## config.mk

```make
export PLATFORM = sky130hd
export DESIGN_NAME = alu_cmd_driver
export DESIGN_NICKNAME = d
export VERILOG_FILES = /design/src/rtl/alu_pkg.sv /design/src/rtl/alu_flag_gen.sv /design/src/rtl/alu_cmd_driver.sv
export SDC_FILE = /design/constraint.sdc
export NUM_CORES = 1
export LEC_CHECK = 0
export ABC_AREA = 1
export BUFFER_PORTS_ARGS = -buffer_cell sky130_fd_sc_hd__buf_2
export CAP_MARGIN = 40
export CORE_MARGIN = 2
export CORE_UTILIZATION = 29
export CTS_CLUSTER_DIAMETER = 100
export CTS_CLUSTER_SIZE = 8
export DETAILED_ROUTE_END_ITERATION = 16
export PLACE_DENSITY = 0.61
export SLEW_MARGIN = 10
export SYNTH_ARGS = -nofsm -noshare
export SYNTH_HDL_FRONTEND = slang
export SYNTH_HIERARCHICAL = 1
export SYNTH_SLANG_ARGS = --single-unit
```

## constraint.sdc

```tcl
create_clock -name clk -period 2.55 [get_ports clk]
set_clock_uncertainty 0.15 [all_clocks]
set_input_delay 0.3825 -clock clk [delete_from_list [all_inputs] [get_ports clk]]
set_output_delay 0.3825 -clock clk [all_outputs]
set_load 0.01 [all_outputs]
```

## src/rtl/alu_pkg.sv

```systemverilog
// alu_pkg: constants, opcode encodings and FSM state encoding shared by the
// ALU command driver and its flag generator.
//   ALU_DATA_W / ALU_OP_W : ALU datapath and opcode widths
//   ALU_OP_*              : opcode encodings understood by the ALU
//   drv_state_e           : driver FSM states (DRV_IDLE / DRV_DRIVE / DRV_RESP)
//   alu_op_legal()        : 1 when the opcode is one the ALU implements
package alu_pkg;

  localparam int ALU_DATA_W = 8;
  localparam int ALU_OP_W   = 3;

  localparam logic [ALU_OP_W-1:0] ALU_OP_ADD = 3'b000;
  localparam logic [ALU_OP_W-1:0] ALU_OP_SUB = 3'b001;
  localparam logic [ALU_OP_W-1:0] ALU_OP_AND = 3'b010;
  localparam logic [ALU_OP_W-1:0] ALU_OP_OR  = 3'b011;
  localparam logic [ALU_OP_W-1:0] ALU_OP_NOT = 3'b100;

  typedef enum logic [1:0] {
    DRV_IDLE  = 2'd0,
    DRV_DRIVE = 2'd1,
    DRV_RESP  = 2'd2
  } drv_state_e;

  // Opcodes 101..111 have no ALU function behind them.
  function automatic logic alu_op_legal(input logic [ALU_OP_W-1:0] op);
    return (op <= ALU_OP_NOT);
  endfunction

endpackage

```

## src/rtl/alu_flag_gen.sv

```systemverilog
// alu_flag_gen: combinational status flags for one ALU operation.
//   i_op     : opcode held on the ALU
//   i_a, i_b : operands held on the ALU
//   i_result : ALU RESULT for those operands
//   o_zero   : result is all zeros
//   o_carry  : carry-out of ADD, borrow of SUB (a < b); 0 for other ops
module alu_flag_gen
  import alu_pkg::*;
#(
  parameter int DATA_W = ALU_DATA_W
) (
  input  logic [ALU_OP_W-1:0] i_op,
  input  logic [DATA_W-1:0]   i_a,
  input  logic [DATA_W-1:0]   i_b,
  input  logic [DATA_W-1:0]   i_result,
  output logic                o_zero,
  output logic                o_carry
);

  logic [DATA_W-1:0] w_sum;

  // A wrapped sum is smaller than an addend exactly when the add carried out.
  assign w_sum  = i_a + i_b;
  assign o_zero = (i_result == {DATA_W{1'b0}});

  // Carry/borrow selection by opcode.
  always_comb begin
    o_carry = 1'b0;
    case (i_op)
      ALU_OP_ADD: o_carry = (w_sum < i_a);
      ALU_OP_SUB: o_carry = (i_a < i_b);
      default:    o_carry = 1'b0;
    endcase
  end

endmodule

```

## src/rtl/alu_cmd_driver.sv

```systemverilog
// alu_cmd_driver: initiator for an 8-bit combinational ALU. Accepts one
// command at a time, holds registered operands/opcode on the ALU for
// SETTLE_CYCLES cycles, captures RESULT and returns it on a response channel.
// An accumulator keeps the last legal result for chained operations.
//   clk, rst_n                      : clock, async active-low reset
//   cmd_valid/cmd_ready             : command handshake
//   cmd_op, cmd_a, cmd_b, cmd_use_acc : command payload
//   alu_a, alu_b, alu_sel           : registered drive to the ALU
//   alu_result                      : ALU RESULT
//   rsp_valid/rsp_ready             : response handshake
//   rsp_data, rsp_err               : captured result, illegal-opcode flag
//   acc                             : accumulator
// Optional macro ALU_DRV_FLAGS_EN adds rsp_zero and rsp_carry outputs.
module alu_cmd_driver
  import alu_pkg::*;
#(
  parameter int DATA_W        = ALU_DATA_W,
  parameter int SETTLE_CYCLES = 1
) (
  input  logic                clk,
  input  logic                rst_n,
  input  logic                cmd_valid,
  output logic                cmd_ready,
  input  logic [ALU_OP_W-1:0] cmd_op,
  input  logic [DATA_W-1:0]   cmd_a,
  input  logic [DATA_W-1:0]   cmd_b,
  input  logic                cmd_use_acc,
  output logic [DATA_W-1:0]   alu_a,
  output logic [DATA_W-1:0]   alu_b,
  output logic [ALU_OP_W-1:0] alu_sel,
  input  logic [DATA_W-1:0]   alu_result,
  output logic                rsp_valid,
  input  logic                rsp_ready,
  output logic [DATA_W-1:0]   rsp_data,
  output logic                rsp_err,
  output logic [DATA_W-1:0]   acc
`ifdef ALU_DRV_FLAGS_EN
  ,
  output logic                rsp_zero,
  output logic                rsp_carry
`endif
);

  localparam logic [3:0] SETTLE_LOAD = 4'(SETTLE_CYCLES - 1);

  drv_state_e          r_state;
  drv_state_e          w_next_state;
  logic [3:0]          r_cnt;
  logic [DATA_W-1:0]   r_alu_a;
  logic [DATA_W-1:0]   r_alu_b;
  logic [ALU_OP_W-1:0] r_alu_sel;
  logic [DATA_W-1:0]   r_rsp_data;
  logic                r_rsp_err;
  logic [DATA_W-1:0]   r_acc;
  logic                w_cmd_ready;
  logic                w_rsp_valid;
  logic                w_accept;
  logic                w_op_legal;
  logic                w_settle_done;

  assign w_accept      = cmd_valid & w_cmd_ready;
  assign w_op_legal    = alu_op_legal(cmd_op);
  assign w_settle_done = (r_cnt == 4'd0);

  // State register.
  always_ff @(posedge clk or negedge rst_n) begin
    if (!rst_n) begin
      r_state <= DRV_IDLE;
    end else begin
      r_state <= w_next_state;
    end
  end

  // Next-state logic; illegal opcodes skip DRIVE entirely.
  always_comb begin
    w_next_state = r_state;
    case (r_state)
      DRV_IDLE: begin
        if (w_accept) begin
          w_next_state = w_op_legal ? DRV_DRIVE : DRV_RESP;
        end else begin
          w_next_state = DRV_IDLE;
        end
      end
      DRV_DRIVE: begin
        if (w_settle_done) begin
          w_next_state = DRV_RESP;
        end else begin
          w_next_state = DRV_DRIVE;
        end
      end
      DRV_RESP: begin
        if (rsp_ready) begin
          w_next_state = DRV_IDLE;
        end else begin
          w_next_state = DRV_RESP;
        end
      end
      default: w_next_state = DRV_IDLE;
    endcase
  end

  // Handshake outputs; rst_n gates cmd_ready so it is low throughout reset.
  always_comb begin
    w_cmd_ready = 1'b0;
    w_rsp_valid = 1'b0;
    case (r_state)
      DRV_IDLE:  w_cmd_ready = rst_n;
      DRV_RESP:  w_rsp_valid = 1'b1;
      default: begin
        w_cmd_ready = 1'b0;
        w_rsp_valid = 1'b0;
      end
    endcase
  end

  // Datapath: ALU drive registers, settle counter, response and accumulator.
  always_ff @(posedge clk or negedge rst_n) begin
    if (!rst_n) begin
      r_cnt      <= 4'd0;
      r_alu_a    <= {DATA_W{1'b0}};
      r_alu_b    <= {DATA_W{1'b0}};
      r_alu_sel  <= ALU_OP_ADD;
      r_rsp_data <= {DATA_W{1'b0}};
      r_rsp_err  <= 1'b0;
      r_acc      <= {DATA_W{1'b0}};
    end else begin
      case (r_state)
        DRV_IDLE: begin
          if (w_accept) begin
            if (w_op_legal) begin
              r_alu_a   <= cmd_use_acc ? r_acc : cmd_a;
              r_alu_b   <= cmd_b;
              r_alu_sel <= cmd_op;
              r_cnt     <= SETTLE_LOAD;
            end else begin
              r_rsp_data <= {DATA_W{1'b0}};
              r_rsp_err  <= 1'b1;
            end
          end
        end
        DRV_DRIVE: begin
          if (w_settle_done) begin
            r_rsp_data <= alu_result;
            r_acc      <= alu_result;
            r_rsp_err  <= 1'b0;
          end else begin
            r_cnt <= r_cnt - 4'd1;
          end
        end
        default: begin
        end
      endcase
    end
  end

  assign cmd_ready = w_cmd_ready;
  assign rsp_valid = w_rsp_valid;
  assign alu_a     = r_alu_a;
  assign alu_b     = r_alu_b;
  assign alu_sel   = r_alu_sel;
  assign rsp_data  = r_rsp_data;
  assign rsp_err   = r_rsp_err;
  assign acc       = r_acc;

`ifdef ALU_DRV_FLAGS_EN
  logic w_zero;
  logic w_carry;
  logic r_rsp_zero;
  logic r_rsp_carry;

  alu_flag_gen #(.DATA_W(DATA_W)) u_flag_gen (
    .i_op     (r_alu_sel),
    .i_a      (r_alu_a),
    .i_b      (r_alu_b),
    .i_result (alu_result),
    .o_zero   (w_zero),
    .o_carry  (w_carry)
  );

  // Flags are captured alongside rsp_data; an illegal op reports data 0.
  always_ff @(posedge clk or negedge rst_n) begin
    if (!rst_n) begin
      r_rsp_zero  <= 1'b0;
      r_rsp_carry <= 1'b0;
    end else if ((r_state == DRV_IDLE) && w_accept && !w_op_legal) begin
      r_rsp_zero  <= 1'b1;
      r_rsp_carry <= 1'b0;
    end else if ((r_state == DRV_DRIVE) && w_settle_done) begin
      r_rsp_zero  <= w_zero;
      r_rsp_carry <= w_carry;
    end
  end

  assign rsp_zero  = r_rsp_zero;
  assign rsp_carry = r_rsp_carry;
`endif

endmodule

```

==> metrics.yaml <==
max_freq_mhz: 552
ctsResizeCount: 0
clockBufferDepth: 2
path_class: "flop to flop"
power_mw: 2.70
netlist_area_um2: 1810
finalSetupViolCount: 0
grt_usage_pct: 13.8
critPathLaunchType: "flop"
fin_crit_sh_pct: 71.1
hold_slack_ns: 0.0320
tightest_slew_ns: 0.548
fin_cells: 354
cts_made_buffers: 5
grt_pass1_vias: 1669
cts_tree: "done"
top_usage_layer: "met2"
met2_usage_pct: 23.0
fp.coreArea_um2: 5990
ir_worst_vdd_mv: 0.406
fp.dieArea_um2: 6890
grt_util_met1_pct: 17.2
postCtsSetupBuffers: 0
post_dp_cell_area_um2: 2210
grt_max_degree: 44
timing.slew.headroom_pct: 63.5
ys_seq_area_share_pct: 58.1
syn_inst: 206
cts_root_buffer: "clkbuf_8"
start_util_pct: 30.2
nets: 311
maxCapViolations: 0
vias_per_cell: 4.39
dp_cells: 346
drt_wl_total_um: 4380
powerDensity_nw_per_um2: 1170
finalHoldViolations: 0
place_ws_ns: 0.688
die_w_um: 83.0
route.vias.total: 1554
hpwl_um: 3270
yosys_warnings: 6
finalSetupTns_ns: 0
clk_pin_slew_ns: 0.08
wire_per_inst_um: 12.4
io_pins: 70
drt-pass1-iter-count: 6
synth_seq_cells: 42
design_area_um2: 2300
antenna_cells: 0
syn2layout_area_growth_pct: 27.0
grt-ovfl-total: 0
grt_pass1_wl_um: 7690
place_congestion: 0.742
slew_violations: 0
finalCriticalPeriod_ns: 1.81
end_kind: "flop"
clock_sinks: 42
post-route-util_pct: 38.3
rsz0062_at_grt: "no"
syn_nets: 239
synth_cell_types: 19
cp.required_ns: 2.61
drc: 0
grt_antenna_before_repair: 0
status: "completed"
setup_slack_ns: 0.738
die_h_um: 83.0
htree_levels: 2
arrival_ns: 1.87
postCtsHoldBufs: 0
leakage_nw: 1.33
hold_path_class: "primary input to async pin"
crit_fanout: 13
drive_above_1_share_pct: 32.6
grtUsageMet3_pct: 3.98
drt_iter0_markers: 103
ant_nets: 0
row_count: 28
io_buffer_count: 69
avgSynthCellArea_um2: 8.78
worstSkewPairLatency_ns: 0.29
## per-layer routing
metal	part of all wire (%)	wire (um)	up-vias
met5	0	0	-
met4	1.2	53	0
met3	5.1	224	5
met2	48	2100	41
met1	46	2000	727
li1	-	-	781
## cell usage in the layout, fill, tap and decap left out
cell type / count
buf_2: 69
nand3_2: 2
clkinv_2: 1
clkbuf_1: 1
nand3_1: 8
clkbuf_8: 6
ha_1: 1
nand2_1: 100
inv_2: 2
a21oi_1: 1
nor2_4: 1
nor3b_1: 1
buf_4: 2
inv_1: 11
mux2_2: 4
o21ai_0: 15
o21ai_2: 2
nor2_1: 8
dfrtp_1: 42
nor2_2: 2
## logic make-up after synthesis
group / share of synthesized area [%]
AOI/OAI and AO/OA: 5.39
adders and majority gates: 0.691
buffers and inverters: 5.88
DFF: 58.1
muxes: 2.49
and+or+nand+nor: 27.5
## Yosys cell counts
cell type,n,area share (%)
buf_8,1,0.83
inv_1,11,2.3
nor2_4,1,0.62
nand2_1,100,21
dfrtp_1,42,58
nor3b_1,1,0.42
a21oi_1,1,0.28
nor2_2,2,0.69
nand3_1,8,2.2
ha_1,1,0.69
o21ai_0,15,4.1
nor2_1,8,1.7
mux2_2,4,2.5
o21ai_2,2,0.97
buf_6,2,1.2
buf_4,2,0.83
buf_2,1,0.28
inv_2,2,0.42
nand3_2,2,1.1
## sequential cells by signal (all words and copies together), names as in the netlist
signal and count:
acc 8, alu_a 8, alu_b 8, alu_sel 3, r_cnt 4, r_state 2, rsp_data 8, rsp_err 1
## power by group
| part | switching (mW) | internal (mW) | leakage [nW] |
|---|---|---|---|
| logic | 0.665 | 0.435 | 0.750 |
| registers | 0.185 | 0.970 | 0.532 |
| clock network | 0.224 | 0.219 | 0.0482 |
| total | 1.07 | 1.62 | 1.33 |
## final timing paths
path | cells past startpoint | start | slack, ns | endpoint
max in group asynchronous | 2 | rst_n | 1.84 | acc[4]
min reg2reg | 2 | rsp_data[1] | 0.32 | rsp_data[1]
min | 2 | rst_n | 0.03 | acc[2]
min in group clk | 3 | cmd_b[5] | 0.14 | alu_b[5]
max | 6 | r_cnt[0] | 0.74 | acc[5]
max reg2reg | 6 | r_cnt[0] | 0.74 | acc[5]
## layout make-up
cell class / instances / area (um2)
Timing Repair Buffer: 71 / 360
Inverter: 13 / 48.8
Clock inverter: 1 / 5.00
Tap cell: 75 / 93.8
Clock buffer: 7 / 86.3
Sequential cell: 42 / 1050
Multi-Input combinational cell: 145 / 652
Fill cell: 628 / 3690
## critical path: stages (launching register included)
cell and delay, ns:
dfrtp_1 0.39, inv_1 0.12, ha_1 0.21, nand2_1 0.17, nor2_2 0.44, nand2_1 0.13, o21ai_0 0.11
(Power assumes the default switching activity.)
